## src/rtl/sensor_cmd_parser.sv

```systemverilog
// sensor_cmd_parser
// Byte-stream command parser that sits behind uart_rx. It assembles frames
// of the form SYNC, ADDR, DHI, DLO [, CHK] and presents each complete frame
// as one register-write command on a valid/ready port.
//
// Build option: define SENSOR_CMD_CHECKSUM_EN to add the trailing XOR
// checksum byte (CHK = ADDR ^ DHI ^ DLO). When it is not defined, frames
// are 4 bytes long and err_checksum stays 0.
//
// Ports:
//   clk, rstn            clock, asynchronous active-low reset
//   byte_data/valid      received byte from uart_rx
//   byte_ready           parser can take a byte (to uart_rx sensor_ready)
//   cmd_valid/ready      command handshake
//   cmd_addr, cmd_data   command fields, held stable while cmd_valid=1
//   err_checksum         one-cycle pulse on a bad checksum
//   err_timeout          one-cycle pulse when a frame stalls mid-way
//   cmd_count            delivered commands, wraps at 16 bits
module sensor_cmd_parser #(
    parameter int              DATA_WIDTH     = 8,
    parameter logic [7:0]      SYNC_BYTE      = 8'h55,
    parameter int              TIMEOUT_CYCLES = 34720
) (
    input  logic                  clk,
    input  logic                  rstn,
    input  logic [DATA_WIDTH-1:0] byte_data,
    input  logic                  byte_valid,
    output logic                  byte_ready,
    output logic                  cmd_valid,
    input  logic                  cmd_ready,
    output logic [7:0]            cmd_addr,
    output logic [15:0]           cmd_data,
    output logic                  err_checksum,
    output logic                  err_timeout,
    output logic [15:0]           cmd_count
);

    localparam int GW = (TIMEOUT_CYCLES > 2) ? $clog2(TIMEOUT_CYCLES) : 1;

`ifdef SENSOR_CMD_CHECKSUM_EN
    typedef enum logic [2:0] {S_IDLE, S_ADDR, S_DHI, S_DLO, S_CHK, S_OUT} state_t;
`else
    typedef enum logic [2:0] {S_IDLE, S_ADDR, S_DHI, S_DLO, S_OUT} state_t;
`endif

    state_t          state, state_d;
    logic [GW-1:0]   gap;
    logic [7:0]      addr_q, dhi_q;
    logic [7:0]      lo_byte;
    logic            accept, gap_max;
    logic            load_cmd, chk_err, tmo;

    // Gap timer only matters while a frame is partially assembled.
    function automatic logic in_frame(input state_t s);
        return (s != S_IDLE) && (s != S_OUT);
    endfunction

    assign accept  = byte_valid && byte_ready;
    assign gap_max = (gap == GW'(TIMEOUT_CYCLES - 1));

`ifdef SENSOR_CMD_CHECKSUM_EN
    logic [7:0] dlo_q;
    assign lo_byte = dlo_q;
`else
    assign lo_byte = byte_data;
`endif

    always_comb begin
        state_d  = state;
        load_cmd = 1'b0;
        chk_err  = 1'b0;
        tmo      = 1'b0;
        case (state)
            S_IDLE: if (accept && byte_data == SYNC_BYTE) state_d = S_ADDR;
            S_ADDR: if (accept) state_d = S_DHI;
            S_DHI:  if (accept) state_d = S_DLO;
`ifdef SENSOR_CMD_CHECKSUM_EN
            S_DLO:  if (accept) state_d = S_CHK;
            S_CHK: begin
                if (accept) begin
                    if (byte_data == (addr_q ^ dhi_q ^ dlo_q)) begin
                        state_d  = S_OUT;
                        load_cmd = 1'b1;
                    end else begin
                        state_d = S_IDLE;
                        chk_err = 1'b1;
                    end
                end
            end
`else
            S_DLO: begin
                if (accept) begin
                    state_d  = S_OUT;
                    load_cmd = 1'b1;
                end
            end
`endif
            S_OUT:  if (cmd_ready) state_d = S_IDLE;
            default: state_d = S_IDLE;
        endcase
        // A byte on the expiry cycle wins, so only time out without one.
        if (in_frame(state) && !accept && gap_max) begin
            state_d = S_IDLE;
            tmo     = 1'b1;
        end
    end

    always_ff @(posedge clk or negedge rstn) begin
        if (!rstn) begin
            state        <= S_IDLE;
            gap          <= '0;
            addr_q       <= '0;
            dhi_q        <= '0;
            byte_ready   <= 1'b0;
            cmd_valid    <= 1'b0;
            cmd_addr     <= '0;
            cmd_data     <= '0;
            err_checksum <= 1'b0;
            err_timeout  <= 1'b0;
            cmd_count    <= '0;
        end else begin
            state        <= state_d;
            byte_ready   <= (state_d != S_OUT);
            cmd_valid    <= (state_d == S_OUT);
            err_checksum <= chk_err;
            err_timeout  <= tmo;
            gap          <= (accept || !in_frame(state_d)) ? '0 : gap + GW'(1);
            if (accept && state == S_ADDR) addr_q <= byte_data;
            if (accept && state == S_DHI)  dhi_q  <= byte_data;
            if (load_cmd) begin
                cmd_addr <= addr_q;
                cmd_data <= {dhi_q, lo_byte};
            end
            if (cmd_valid && cmd_ready) cmd_count <= cmd_count + 16'd1;
        end
    end

`ifdef SENSOR_CMD_CHECKSUM_EN
    always_ff @(posedge clk or negedge rstn) begin
        if (!rstn)                       dlo_q <= '0;
        else if (accept && state == S_DLO) dlo_q <= byte_data;
    end
`endif

endmodule

```

## config.mk

```make
export PLATFORM = sky130hd
export DESIGN_NAME = sensor_cmd_parser
export DESIGN_NICKNAME = d
export VERILOG_FILES = /design/src/rtl/sensor_cmd_parser.sv
export SDC_FILE = /design/constraint.sdc
export NUM_CORES = 1
export LEC_CHECK = 0
export CORE_MARGIN = 2
export CORE_UTILIZATION = 50
export DETAILED_ROUTE_END_ITERATION = 10
export HOLD_SLACK_MARGIN = 0.02
export PLACE_DENSITY_LB_ADDON = 0.3
export SLEW_MARGIN = 20
export SYNTH_ARGS = -nofsm -noshare
export SYNTH_HDL_FRONTEND = slang
export SYNTH_SLANG_ARGS = --single-unit
```

## constraint.sdc

```tcl
create_clock -name clk -period 1.8 [get_ports clk]
set_input_delay 0.18 -clock clk [delete_from_list [all_inputs] [get_ports clk]]
set_output_delay 0.18 -clock clk [all_outputs]
set_load 0.05 [all_outputs]
```

==> metrics, run 1 <==
grt met1 use 0.2505; final core utilization 0.6633; CP endpoint kind primary output; Least-Margin Pin Slew 565.1 ps; top_reg_cell synth dfrtp_1; cell with the most instances after synthesis dfrtp_1; sequential share of the synthesized area 0.6012; fraction of registers with async set/reset 1.000; final period utilization 0.9735; H-tree depth 3; Fmax 0.5707 GHz; Max Slew Vio Count 0; Design Area, Final 0.004188 sq mm; initial antenna violation count 0; CTS Buffer Depth 2; met3 usage 0.04621; HPWL after detailed placement 4.181 mm; Synth warnings 0; crit path buf inv count 1; gr busiest metal met2; final net count 333; worst skew pair latency 350 ps; Sum Neg Setup Slack 0 ps; PortBufs 54; number of global-route vias before repair 2120; GRT Total Usage 0.1833; core area 0.006314 sq mm; PD cells 1369 mW/mm^2; via count 2088; Pre-antenna DRT Iters 4; Max IR drop VDD 1.117 mV; Final Skew 12.56 ps; # Max-Cap Violations 0; number of vias per cell 5.207; leading area contributor after synthesis dfrtp_1; CP max FO 4; top cells by count, synth 78 x dfrtp_1, 41 x mux2_2, 20 x nor2_1; CTS buffer count 9; Leak Pwr 1.961 nW; average size of a mapped cell 12.94 sq um; # diodes 0; die area 0.007155 sq mm; RSZ-0062 raised after global routing false; Die Height 84.59 um; worst min path class in2async; final worst path period need 1752 ps; routed len/inst 15.22 um; worst path arrival time 1570 ps; CP startpoint kind flip-flop; crit-path leading delay family buffers and inverters; Worst path slowest cell clkdlybuf4s50_1; gpl congestion 0.7615; Synthesized Nets 265; WL final 6.102 mm; CP Cell Sequence clkdlybuf4s50_1; Mapped Cells 251; status completed; Cell Area, Synth 0.003247 sq mm; number of synthesized register bits 78; Req. time, crit path 1620 ps; DR iter-0 viols 135; DRC 0; TritonCTS Sinks 78; Final Hold Viols 0; root buf cell clkbuf_8; Die X 84.59 um; area added between synthesis and finish 28.98%; critical path type reg2out; CTS tree built; io pins 56; CP max stage delay 820 ps; first-pass GRT wire length 10.25 mm; Rows 29; met2 Use GR 0.2792; area share of the largest cell type after synthesis 0.6012; largest cells by area after synthesis dfrtp_1 60%, mux2_2 14%, xnor2_1 5.1%, nor2_1 2.3%, xor2_1 2.2%; Distinct cells, synth 37; layout cells sized above 1 0.2284; Placement Cell Area 0.003940 sq mm; total congestion overflow 0; EDFF count, synth 0; Max-slew headroom 0.6233; largest net degree at the start of global routing 45; clock transition at the registers of the reported paths 80 ps; antenna viol nets, final 0; final setup vio count 0; initial core utilization 0.5143
worst register-to-register path: cells and delay by family (launching register included):
kind	cells	cell delay, ps
AND/OR/NAND/NOR	2	580
flip-flops	1	440
AO/OA/AOI/OAI	2	480
layer usage:
metal,up-vias,routed length (um)
met2,41,2779
met5,-,0
met1,1026,2947
met3,10,263
li1,1011,-
met4,0,110
sequential cells by signal, indices dropped and copies added, names as in the netlist:
signal / cells
cmd_count: 16
cmd_data: 16
gap: 16
addr_q: 8
cmd_addr: 8
dhi_q: 8
state: 3
byte_ready: 1
cmd_valid: 1
err_timeout: 1
cells by family (layout without fill, tap and decap cells):
kind of cell,count (synthesis),after routing,share of synthesized area
xor gates and xnor gates,27,27,0.07283
other,1,1,0.001155
and+or+nand+nor,83,83,0.1407
adders and majority gates,2,2,0.007706
DFF,78,78,0.6012
AOI/OAI and AO/OA,9,9,0.01927
muxes,41,41,0.1422
buffers and inverters,10,83,0.01502
per-stage QoR:
stage / worst slack [ps] / cells / hold slack (ps) / power, W
floorplan: 5.485 / 251 / -115.6 / 0.003655
global placement: 36.13 / 384 / 203.9 / 0.004291
detailed placement: 0.9230 / 384 / 211.0 / 0.004328
CTS: 2.620 / 401 / 396.8 / 0.005794
global route: 1.935 / 401 / 454.6 / 0.005996
finish: 47.64 / 401 / 384.7 / 0.005733
final timing paths:
kind | end | startpoint | slack [ps] | depth (start not counted)
setup / recovery | cmd_valid | cmd_valid | 50 | 1
hold / removal | cmd_data[9] | rstn | 380 | 2
setup reg to reg | gap[15] | gap[2] | 180 | 4
hold reg to reg | cmd_count[15] | cmd_count[15] | 480 | 1
max in group asynchronous | cmd_count[0] | rstn | 840 | 3
min in group clk | cmd_count[15] | cmd_count[15] | 480 | 1
placed cells by master, fill, tap and decap left out, types with 3 or more instances in the layout:
| master | count |
|---|---|
| dfrtp_1 | 78 |
| clkdlybuf4s50_1 | 44 |
| mux2_2 | 41 |
| nor2_1 | 20 |
| xnor2_1 | 19 |
| nand2_1 | 13 |
| nand3_1 | 10 |
| nand4_1 | 9 |
| clkbuf_8 | 9 |
| xor2_1 | 8 |
| buf_4 | 8 |
| nor3_1 | 6 |
| nor4_1 | 5 |
| inv_1 | 4 |
| dlygate4sd2_1 | 4 |
| dlymetal6s2s_1 | 3 |
| buf_12 | 3 |
report_power, final:
part           leakage, nW  total [W]  switching (W)  internal [W]
Sequential            1.04    0.00242       0.000251       0.00216
Clock                0.107    0.00145       0.000659      0.000794
Combinational        0.811    0.00186        0.00110      0.000766
repair_timing:
action,CTS,global route
resized for setup,4,5
setup buffers,0,0
hold endpoints to repair,43,0
gates cloned,0,0
endpoints found under the setup margin,4,10
hold buffers,1,0
final cells by class:
| type | instances | area, sq um |
|---|---|---|
| inverters | 4 | 15.01 |
| clock inverters | 6 | 93.84 |
| clock buffers | 10 | 127.6 |
| well taps | 77 | 96.34 |
| fillers | 477 | 2126 |
| multi-input cells | 163 | 1260 |
| repair buffers | 63 | 643.1 |
| flip-flops and latches | 78 | 1952 |
Power figures use the tool's default switching activity.
==> run 2, diff against run 1 <==
- ABC_AREA: unset -> 1
==> run 2 against run 1 <==
Against the previous run: flip-flop and latch count did not move; critical endpoint is now cmd_count[15]; total power rose by 14%; clock skew fell by 6.2 ps; fmax barely moved; clock power fell by 16%.
==> metrics, run 2 <==
initial antenna violation count 0 (unchanged); Leak Pwr 2.179 nW (was 1.961 nW); Synthesized Nets 392 (was 265); number of vias per cell 4.800 (was 5.207); final setup vio count 0 (unchanged); DR iter-0 viols 152 (was 135); TritonCTS Sinks 78 (unchanged); top_reg_cell synth dfrtp_1 (unchanged); CP max FO 4 (unchanged); cell with the most instances after synthesis nand2_1 (was dfrtp_1); Die X 87.99 um (was 84.59 um); fraction of registers with async set/reset 1.000 (unchanged); Mapped Cells 378 (was 251); largest cells by area after synthesis dfrtp_1 55%, nand2_1 9.2%, o21ai_0 5.3%, inv_1 4.5%, nor2_1 3.8% (was dfrtp_1 60%, mux2_2 14%, xnor2_1 5.1%, nor2_1 2.3%, xor2_1 2.2%); Top Registers cmd_count: 16 flops, cmd_data: 16 flops, gap: 16 flops (unchanged); area share of the largest cell type after synthesis 0.5534 (was 0.6012); Distinct cells, synth 31 (was 37); clock transition at the registers of the reported paths 80 ps (about the same); Pre-antenna DRT Iters 4 (unchanged); HPWL after detailed placement 5.064 mm (was 4.181 mm); Final Skew 6.318 ps (was 12.56 ps); Sum Neg Setup Slack 0 ps (unchanged); Worst path slowest cell clkdlybuf4s50_1 (unchanged); Inst Count DP 533 (was 384); root buf cell clkbuf_8 (unchanged); GRT Total Usage 0.1990 (was 0.1833); # Max-Cap Violations 0 (unchanged); Synth warnings 0 (unchanged); Fmax 0.5705 GHz (was 0.5707 GHz); Cell Area, Synth 0.003527 sq mm (was 0.003247 sq mm); DRC 0 (unchanged); FILL cells 561 (was 477); final net count 463 (was 333); io pins 56 (unchanged); layout cells sized above 1 0.1410 (was 0.2284); final worst path period need 1753 ps (was 1752 ps); worst min path class in2async (unchanged); H-tree depth 3 (unchanged); die area 0.007742 sq mm (was 0.007155 sq mm); crit path buf inv count 1 (unchanged); Req. time, crit path 1620 ps (about the same); CP endpoint kind primary output (unchanged); Max IR drop VDD 0.8374 mV (was 1.117 mV); routed len/inst 12.37 um (was 15.22 um); Max-slew headroom 0.6618 (was 0.6233); first-pass GRT wire length 11.81 mm (was 10.25 mm); Max Slew Vio Count 0 (unchanged); CP max stage delay 830 ps (was 820 ps); core area 0.006794 sq mm (was 0.006314 sq mm); worst path arrival time 1570 ps (about the same); Least-Margin Pin Slew 505.7 ps (was 565.1 ps); CTS buffer count 9 (unchanged); final period utilization 0.9737 (was 0.9735); Die Height 87.99 um (was 84.59 um); worst skew pair latency 350 ps (about the same); RSZ-0062 raised after global routing false (unchanged); sequential share of the synthesized area 0.5534 (was 0.6012); # diodes 0 (unchanged); Final Hold Viols 0 (unchanged); overall power 0.006562 W (was 0.005733 W); total congestion overflow 0 (unchanged); PortBufs 54 (unchanged); status completed (unchanged); gpl congestion 0.8353 (was 0.7615); Rows 30 (was 29); CP startpoint kind flip-flop (unchanged); PD cells 1465 mW/mm^2 (was 1369 mW/mm^2); leading area contributor after synthesis dfrtp_1 (unchanged); average size of a mapped cell 9.331 sq um (was 12.94 sq um); Final Non-Filler Cells 550 (was 401); CTS Buffer Depth 2 (unchanged); WL final 6.801 mm (was 6.102 mm); antenna viol nets, final 0 (unchanged); CTS tree built (unchanged); largest net degree at the start of global routing 50 (was 45); via count 2640 (was 2088); area added between synthesis and finish 26.96% (was 28.98%); top cells by count, synth 86 x nand2_1, 78 x dfrtp_1, 42 x inv_1 (was 78 x dfrtp_1, 41 x mux2_2, 20 x nor2_1); commonest non-fill, non-tap cell in the layout nand2_1 (was dfrtp_1); commonest cells after routing, fill and taps aside 86 x nand2_1, 78 x dfrtp_1, 42 x inv_1, 41 x clkdlybuf4s50_1, 37 x o21ai_0 (was 78 x dfrtp_1, 44 x clkdlybuf4s50_1, 41 x mux2_2, 20 x nor2_1, 19 x xnor2_1); crit-path leading delay family buffers and inverters (unchanged); initial core utilization 0.5192 (was 0.5143); CP Cell Sequence clkdlybuf4s50_1 (unchanged); number of global-route vias before repair 2531 (was 2120); EDFF count, synth 0 (unchanged); number of synthesized register bits 78 (unchanged); critical path type reg2out (unchanged)
[run 2: stage by stage]
stage                     area [sq um]  hold slack [ps]    util  worst slack (ps)
after floorplan                   3527           -115.6       -             58.32
after global placement            4264            132.6  0.6276             111.2
after detailed placement          4264            136.9  0.6276             75.87
after CTS                         4458            302.2  0.6562             1.913
after global routing              4478            318.1  0.6591             5.323
final                             4478            299.7  0.6591             47.29
[run 2: cell type report]
cell class,count,area (sq um),area share
clock buffers,13,168.9,0.03772
inverters,45,168.9,0.03772
clock inverters,3,17.52,0.003912
multi-input cells,247,1355,0.3026
flip-flops and latches,78,1952,0.4359
repair buffers,68,695.7,0.1554
well taps,96,120.1,0.02682
[run 2: logic make-up (layout without fill, tap and decap cells)]
logic type                 count (synthesis)  count (layout)  synth area share
AOI/OAI and AO/OA                         40              40           0.05711
xor gates and xnor gates                  22              22           0.05463
adders and majority gates                  2               2          0.007094
buffers and inverters                     53             129           0.06243
DFF                                       78              78            0.5534
muxes                                      8               8           0.02554
other                                      1               1          0.001063
and+or+nand+nor                          174             174            0.2387
[run 2: path summary, 6_finish.rpt]
kind	start	end	slack (ps)	depth (start not counted)
setup / recovery	cmd_count[15]	cmd_count[15]	50	1
hold / removal	rstn	cmd_data[15]	300	2
setup reg to reg	state[0]	gap[15]	270	10
hold reg to reg	gap[0]	gap[0]	480	1
max in group asynchronous	rstn	gap[11]	920	3
min in group clk	byte_data[1]	dhi_q[1]	450	3
[run 2: worst reg2reg max path, delay by kind of cell, from the launching register on]
| kind | cells | cell delay [ps] |
|---|---|---|
| buffers and inverters | 1 | 160 |
| DFF | 1 | 450 |
| and+or+nand+nor | 9 | 870 |
[run 2: timing repair]
action / in CTS / in global routing
buffers inserted: 0 / 0
endpoints found under the hold margin: 29 / 0
hold buffers: 1 / 0
gates resized for setup: 2 / 8
setup endpoints to repair: 2 / 8
[run 2: report_power, final]
group / internal [W] / total [W] / switching (W)
sequential: 0.00226 / 0.00255 / 0.000297
clock: 0.000610 / 0.00122 / 0.000606
combinational: 0.000955 / 0.00279 / 0.00184
total: 0.00382 / 0.00656 / 0.00274
[run 2: metal layers]
layer / global-route usage / up-vias / routed length (um)
met5: 0 / - / 0
met4: 0.07552 / 0 / 87
met3: 0.04524 / 8 / 252
met2: 0.3113 / 49 / 3272
met1: 0.2722 / 1254 / 3188
li1: - / 1329 / -
